**config.mk**
```make
export PLATFORM = sky130hd
export DESIGN_NAME = reg8_serial_tx
export DESIGN_NICKNAME = d
export VERILOG_FILES = /design/src/rtl/reg8_serial_tx.sv
export SDC_FILE = /design/constraint.sdc
export NUM_CORES = 1
export LEC_CHECK = 0
export CAP_MARGIN = 20
export CORE_MARGIN = 10
export CORE_UTILIZATION = 40
export DETAILED_ROUTE_END_ITERATION = 8
export DONT_BUFFER_PORTS = 1
export SLEW_MARGIN = 30
export SYNTH_ARGS = -nofsm -noshare
export SYNTH_HDL_FRONTEND = slang
export SYNTH_SLANG_ARGS = --single-unit
```
**constraint.sdc**
```tcl
create_clock -name clk -period 1.4 [get_ports clk]
set_input_delay 0.07 -clock clk [delete_from_list [all_inputs] [get_ports clk]]
set_output_delay 0.07 -clock clk [all_outputs]
set_load 0.02 [all_outputs]
```
**src/rtl/reg8_serial_tx.sv**
```systemverilog
// reg8_serial_tx
// Parallel-in, serial-out transmitter for one 8-bit register byte.
// A byte captured on load is shifted out one bit per clock with a framing
// strobe (sframe), followed by a one-cycle completion pulse (done).
// A stall input freezes the frame in place without losing data.
//
// Optional feature: define REG8_TX_PARITY_EN to append an even-parity bit
// after the eighth data bit, making the frame 9 bits long.
module reg8_serial_tx #(
   parameter bit   MSB_FIRST  = 1'b1,
   parameter logic IDLE_LEVEL = 1'b0
) (
   input  logic       clk,
   input  logic       reset_n,
   input  logic       load,
   input  logic [7:0] D,
   input  logic       stall,
   output logic       ready,
   output logic       sframe,
   output logic       sdata,
   output logic       done
);

`ifdef REG8_TX_PARITY_EN
   typedef enum logic [1:0] {
      IDLE   = 2'd0,
      SHIFT  = 2'd1,
      DONE   = 2'd2,
      PARITY = 2'd3
   } txState_t;
`else
   typedef enum logic [1:0] {
      IDLE   = 2'd0,
      SHIFT  = 2'd1,
      DONE   = 2'd2
   } txState_t;
`endif

   txState_t   r_state;
   txState_t   w_nextState;
   logic [7:0] r_shift;
   logic [2:0] r_count;
   logic       w_currentBit;
   logic       w_capture;
   logic       w_advance;

`ifdef REG8_TX_PARITY_EN
   logic       r_parity;
`endif

   // The bit on the wire is taken from whichever end of the shift register
   // leads, so the shift direction below must match this choice.
   assign w_currentBit = MSB_FIRST ? r_shift[7] : r_shift[0];

   // A capture only happens from IDLE; load anywhere else is ignored.
   assign w_capture = (r_state == IDLE) && load;

   // One data bit is consumed per unstalled SHIFT cycle.
   assign w_advance = (r_state == SHIFT) && !stall;

   // State register; reset aborts any frame in progress without a done pulse.
   always_ff @(posedge clk or negedge reset_n) begin
      if (!reset_n) begin
         r_state <= IDLE;
      end else begin
         r_state <= w_nextState;
      end
   end

   // Shift register and bit counter: load on capture, move one place per
   // unstalled SHIFT cycle, otherwise hold so a stall never loses data.
   always_ff @(posedge clk or negedge reset_n) begin
      if (!reset_n) begin
         r_shift <= 8'h00;
         r_count <= 3'd0;
      end else if (w_capture) begin
         r_shift <= D;
         r_count <= 3'd0;
      end else if (w_advance) begin
         if (MSB_FIRST) begin
            r_shift <= {r_shift[6:0], 1'b0};
         end else begin
            r_shift <= {1'b0, r_shift[7:1]};
         end
         r_count <= r_count + 3'd1;
      end
   end

`ifdef REG8_TX_PARITY_EN
   // Even parity of the captured byte, computed once at capture so it stays
   // valid after the data bits have been shifted away.
   always_ff @(posedge clk or negedge reset_n) begin
      if (!reset_n) begin
         r_parity <= 1'b0;
      end else if (w_capture) begin
         r_parity <= ^D;
      end
   end
`endif

   // Next-state decode and Moore outputs; every output is a pure function of
   // the registered state so the reset values appear asynchronously.
   always_comb begin
      w_nextState = r_state;
      ready       = 1'b0;
      sframe      = 1'b0;
      sdata       = IDLE_LEVEL;
      done        = 1'b0;

      case (r_state)
         IDLE: begin
            ready = 1'b1;
            if (load) begin
               w_nextState = SHIFT;
            end
         end

         SHIFT: begin
            sframe = 1'b1;
            sdata  = w_currentBit;
            if (!stall && (r_count == 3'd7)) begin
`ifdef REG8_TX_PARITY_EN
               w_nextState = PARITY;
`else
               w_nextState = DONE;
`endif
            end
         end

`ifdef REG8_TX_PARITY_EN
         PARITY: begin
            sframe = 1'b1;
            sdata  = r_parity;
            if (!stall) begin
               w_nextState = DONE;
            end
         end
`endif

         DONE: begin
            done        = 1'b1;
            w_nextState = IDLE;
         end

         default: begin
            w_nextState = IDLE;
         end
      endcase
   end

endmodule

```
* After elaboration in Yosys (flattened, before gate mapping)
Cells that the tools add are included.
Cells by class: add/sub/neg operators 1, equal/unequal tests 5, muxes and demuxes 11, reductions and logical operators 7
Operators with widths (count):
- 2-to-1 mux 8 bit | 2
- 2-to-1 mux 3 bit | 2
- 2-to-1 mux 1 bit | 4
- 2-to-1 mux 2 bit | 2
- case mux 2 bit (2 select lines) | 1
- adder 3 x 1 -> 3 bit, second input constant | 1
- == test 3 bit, second input constant | 1
- logical AND 1 bit | 3
- == test 2 x 1 -> 1 bit, second input constant | 1
- == test 2 bit, second input constant | 1
- logical NOT 2 bit | 1
- inequality test 2 x 1 -> 1 bit, second input constant | 1
- inequality test 2 bit, second input constant | 1
- AND reduction 2 bit | 1
- nonzero test 2 bit | 1
- logical NOT 1 bit | 1
Word-level totals: flip-flop bits (word level) 13, input port bits 12, output and inout bits 4, logic and storage cells 27

* Depth between registers and ports, before layout
Gate-level depths: netlist (run 1).
depth in word-level cells 4, depth in mapped cells 4, mapped depth without buffers 4

* Worst setup path after synthesis (run 1)
OpenSTA, ideal clock, no wires.
path kind register -> register, start register r_state[1], end register r_shift[1], setup time 0.125 ns, arrival time 1.264 ns, required time 1.275 ns, path slack 0.011 ns, stages on the path, launching flop included 4, path buffers 0, clock period less this slack 1.389 ns, cells stage by stage dfrtp_1 -> nor3b_2 -> mux2_2 -> mux2_2
Between the ends: cells in the longest elaborated chain, start to end 3, elaborated cells on any way between the ends 6, classes of those cells 1 x eq/ne; 1 x mux; 4 x reduce/logical
RTL lines:
- start: declaration | line 39 | txState_t r_state;
- start signal: assignment | line 66 | r_state <= w_nextState;
- == test 2 x 1 -> 1 bit or logical NOT 2 bit (tied branches) | line 59, 56
- logical AND 1 bit (on tied branches) | line 59, 56
- nonzero test 2 bit (no line) or 2-to-1 mux 8 bit (tied branches)
- end signal: assignment | line 81 | r_shift <= {r_shift[6:0], 1'b0};
- end signal: assignment | line 83 | r_shift <= {1'b0, r_shift[7:1]};
- end: declaration | line 41 | logic [7:0] r_shift;
Several ways; a longest one is shown, not always the timed one. A chain may end at the register's enable or synchronous reset.

* Final worst setup path (run 1)
Same ends and word-level chain as after synthesis.

==> metrics.txt, run 1 <==
syn avg cell area 13.9 um2; max-cap violation count 0; WL/cell 18.1 um; Layout Skew 3.73 ps; WHS Endpoint r_shift[6]; Inserted Clock Buffers 3; final setup margin 33.2 ps; CTS Root Cell clkbuf_4; antenna violations before repair 0; Worst-Margin Slew 586 ps; final setup vio count 0; Mapped Nets slightly below 60; leakage power 0.401 nW; Startpoint Class flop; Remaining DRCs 0; crit path max fanout 6; Worst-Skew Late Latency 270 ps; io pins 16; Hold Crit Depth 2; Routed Antenna Nets 0; register-to-register setup slack 30 ps; max-slew violation count 0; vias 425; clk slew on worst S/H paths 80 ps; r2r endpoint r_shift[1]; worst path cell trace buf_6 -> nor3b_4 -> buf_6 -> mux2_2; DR iter-0 viols 6; fillers about 130; Num Clock Sinks 13; CP required 1570 ps; status finished, final reports clean; Overall Global Routing Usage 0.0887; Cell Area, Synth 611 um2; Crit. End Element flop; pin count of the biggest net entering global routing 14; Cells after Synth 44; Max-slew headroom 0.608; kind of critical path reg -> reg; CP peak stage delay approximately 420 ps; min Tclk post-route 1370 ps; Yosys warning count 0; Final Util 0.529; Synth top area share 0.533; share of post-route cells with drive strength above 1 0.350; number of global-route vias before repair ~470; Overflow after GRT 0; Netlist cell types 16; Max clock buf depth 2; slowest CP cell dfrtp_1; H-tree depth 1; VDD IR max 1.15 mV; # diodes 0; number of synthesized register bits 13; Design Power 1.47 mW; Post-DP HPWL about 980 um; Starting Density 0.415; Core Region 1470 um2; WL final 1380 um; largest area contributor in the netlist dfrtp_1; drt first pass iters 4; RePlAce Congestion 0.709; Die ar. 3490 um2; reg-to-reg critical path startpoint r_state[1]; row cnt 14; first-pass GRT wire length 2350 um; die width 59.1 um; worst endpoint data arrival time around 1500 ps; CTS tree built; hold_sp D[6]; hold crit path type in -> reg; power density over the cells 1890 nW/um2; top post-synthesis cells by area dfrtp_1 (53%), a22o_1 (13%), a21o_1 (8.6%); pre-CTS setup slack -22.9 ps; PortBufs 0; Die Y between 50 and 60 um; Critical path buffers and inverters 2; Max Freq roughly 730 MHz; Seq/Total Area, Yosys 0.533; Via density ~5.6; cell family with most CP delay flip-flops; Layout area overhead 27.5%; worst r2r path cells 4; final hold violations 0; Final Cycle Share 0.976; CP most frequent cell buf_6; number of nets in the layout 75
## synthesized netlist by cell type, drive strengths merged
library cell	number
dfrtp	13
a22o	9
mux2	3
nand2b	1
and2b	1
ha	2
nor2b	1
and2	1
nor2	2
nor3b	3
a21o	7
buf	1
## power breakdown
part	internal, mW	switching [mW]	total (mW)
logic	0.349	0.264	0.613
clock network	0.110	0.125	0.235
registers	0.523	0.0970	0.620
## registers in the layout, indices dropped and copies added (netlist names)
signal   flops
r_count      3
r_shift      8
r_state      2
## cell families after synthesis
kind of cell,Yosys count,share of synthesized area
buffers and inverters,1,0.0184
adders and majority gates,2,0.0410
and+or+nand+nor,9,0.131
AOI/OAI and AO/OA,16,0.215
muxes,3,0.0615
DFF,13,0.533
## metal layers
metal / vias to the layer above / GRT usage / part of all wire
li1: 204 / - / -
met1: 204 / 0.105 / 0.44
met2: 13 / 0.125 / 0.46
met3: 4 / 0.0472 / 0.078
met4: 0 / 0.0492 / 0.018
met5: - / 0 / 0
## layout by cell type (no fill, tap or decap)
| cell | instances |
|---|---|
| clkbuf_1 | 1 |
| dfrtp_2 | 1 |
| dlygate4sd3_1 | 4 |
| nor2b_2 | 1 |
| buf_4 | 5 |
| and2b_1 | 1 |
| mux2_2 | 1 |
| mux2_4 | 2 |
| nor2_1 | 1 |
| ha_1 | 2 |
| buf_6 | 3 |
| nor2_4 | 1 |
| nand2b_1 | 1 |
| dfrtp_1 | 12 |
| a21o_1 | 7 |
| and2_2 | 1 |
| clkbuf_4 | 3 |
| a22o_1 | 9 |
| nor3b_1 | 1 |
| nor3b_4 | 2 |
| nor2_2 | 1 |
## through the flow
stage	setup TNS (ps)	cell area (um2)	std cells	hold slack, ps
2_1_floorplan	0	611	44	-226
3_3_place_gp	0	657	64	-225
3_5_place_dp	-22.9	657	64	-225
4_1_cts	0	724	72	6.74
5_1_grt	-10.2	778	76	5.48
6_report	0	778	76	5.49
## worst max-delay path by stage
stage | startpoint | to | cells after the start
after detailed placement | r_state[0] | r_shift[1] | 3
after CTS | r_state[1] | sdata | 3
after global routing | r_state[1] | r_shift[1] | 4
after floorplan | r_state[1] | r_shift[1] | 3
after global placement | r_state[1] | r_count[0] | 4
final | r_state[1] | r_shift[1] | 4
## what timing repair did
item	in CTS	in global routing
hold endpoints to repair	16	0
cloned	0	1
hold buffers	4	0
buffers inserted	0	3
setup endpoints to repair	1	8
gates resized for setup	1	7
pin swaps	0	3
## worst reg2reg max path, stage by stage, from the launching register on
cell	delay, ps
dfrtp_1	420
buf_6	150
nor3b_4	200
buf_6	160
mux2_2	330
## area by class of cell
class	count	area, um2	area share
clock buffer	4	26.3	0.0338
multi-input combinational	31	294	0.378
sequential	13	327	0.420
tap	16	20.0	0.0257
timing repair buffer	12	111	0.143
No activity file was read; power rests on OpenSTA's default activity.
==> inputs of run 2 (changes only) <==
- ABC_AREA: not set -> 0
- clock period: 1.4 -> 1.76 ns (I/O delays scaled with it)
==> metrics.txt, run 2 (synthesized netlist as in run 1, its figures left out) <==
status finished, final reports clean; row cnt 14 (unchanged); WL/cell 17.6 um (-2.7%); pre-CTS setup slack 315 ps (+338 ps); Die Y 59.1 um (unchanged); final setup margin 314 ps (+281 ps); CTS Root Cell clkbuf_4; Max-slew headroom 0.608 (about the same); Crit. End Element flop; worst endpoint data arrival time 1600 ps (+70 ps); WL final 1220 um (-12%); Inserted Clock Buffers 3 (unchanged); # diodes 0 (unchanged); PortBufs 0 (unchanged); Layout area overhead 14.3%; hold_sp stall; final setup vio count 0 (unchanged); Layout Skew 0.568 ps (-3.16 ps); number of nets in the layout 68 (-9.3%); power density over the cells 1530 nW/um2 (-19%); io pins 16 (unchanged); crit path max fanout 6 (unchanged); min Tclk post-route 1450 ps (+79.4 ps); Setup TNS 0 ps (unchanged); most frequent cells in the layout dfrtp_1 (13), a22o_1 (9), a21o_1 (7); H-tree depth 1 (unchanged); Critical path buffers and inverters 0 (-2); CP most frequent cell mux2_2; Top reg by flops r_shift; die width 59.1 um (unchanged); final hold violations 0 (unchanged); CP peak stage delay 460 ps (+40 ps); cell family with most CP delay multiplexers; worst path cell trace nor3b_2 -> mux2_2 -> mux2_2; share of post-route cells with drive strength above 1 0.226 (-0.124); VDD IR max 0.802 mV (-30%); kind of critical path reg -> reg; CP required 1920 ps (+350 ps); RePlAce Congestion 0.680 (-4.1%); Die ar. 3490 um2 (unchanged); DR iter-0 viols 1 (-5); Via density 5.61 (+0.30%); Worst-Margin Slew 586 ps (+0.268 ps); Largest register FFs 8 (unchanged); Final Cycle Share 0.822 (-0.155); Max Freq 691 MHz (-5.5%); Core Region 1470 um2 (unchanged); cts repair resizes 0 (-1); biggest regs r_shift (8), r_count (3), r_state (2); CTS tree built; Remaining DRCs 0 (unchanged); max-slew violation count 0 (unchanged); clk slew on worst S/H paths 70 ps (about the same); postcts setup bufs 0 (unchanged); Max clock buf depth 2 (unchanged); Starting Density 0.415 (unchanged); CP Launch Point r_state[1]; antenna violations before repair 0 (unchanged); number of global-route vias before repair 434 (-6.7%); first-pass GRT wire length 2120 um (-9.9%); unrepaired setup endpoints after global routing false; slowest CP cell dfrtp_1; Worst-Skew Late Latency 270 ps (about the same); commonest non-fill, non-tap cell in the layout dfrtp_1; reg-to-reg critical path startpoint r_state[1]; # hold bufs at CTS 3 (-1); pin count of the biggest net entering global routing 14 (unchanged); Startpoint Class flop; hold crit path type in -> reg; vias 387 (-8.9%); leakage power 0.362 nW (-9.8%); Overall Global Routing Usage 0.0793 (-0.00938); drt first pass iters 2 (-2); max-cap violation count 0 (unchanged); Overflow after GRT 0 (unchanged); Routed Antenna Nets 0 (unchanged); WHS 26.5 ps (+21.0 ps); Num Clock Sinks 13 (unchanged); Post-DP HPWL 943 um (-3.7%)
[run 2: layout make-up]
cell class / count / area [um2]
Clock buffer: 4 / 26.3
Fill cell: 137 / 773
Multi-Input combinational cell: 30 / 274
Sequential cell: 13 / 325
Tap cell: 16 / 20.0
Timing Repair Buffer: 6 / 52.6
[run 2: final timing paths]
check	endpoint	slack (ps)	cells after the start
max	r_shift[1]	310	3
min	r_state[1]	30	2
max reg2reg	r_shift[1]	310	3
min reg2reg	r_shift[6]	480	1
max in group asynchronous	r_count[2]	1120	1
min in group asynchronous	r_shift[7]	260	1
[run 2: power by group]
part           total, mW  internal, mW  switching [mW]
Clock              0.174        0.0877          0.0865
Combinational      0.404         0.218           0.186
Sequential         0.492         0.415          0.0773
Total               1.07         0.720           0.350
[run 2: per-stage QoR]
stage | std cells | total power, mW | utilization | area, um2
after floorplan | 44 | 0.807 | - | 611
after detailed placement | 62 | 0.894 | 0.436 | 642
after global routing | 69 | 1.16 | 0.474 | 698
after CTS | 69 | 1.09 | 0.474 | 698
after global placement | 62 | 0.869 | 0.436 | 642
final | 69 | 1.07 | 0.474 | 698
[run 2: routing by layer]
layer / up-vias / share of wire / GRT usage
met5: - / 0 / 0
met4: 0 / 0 / 0.0557
met3: 0 / 0.11 / 0.0451
met2: 11 / 0.47 / 0.117
met1: 192 / 0.42 / 0.0829
li1: 184 / - / -
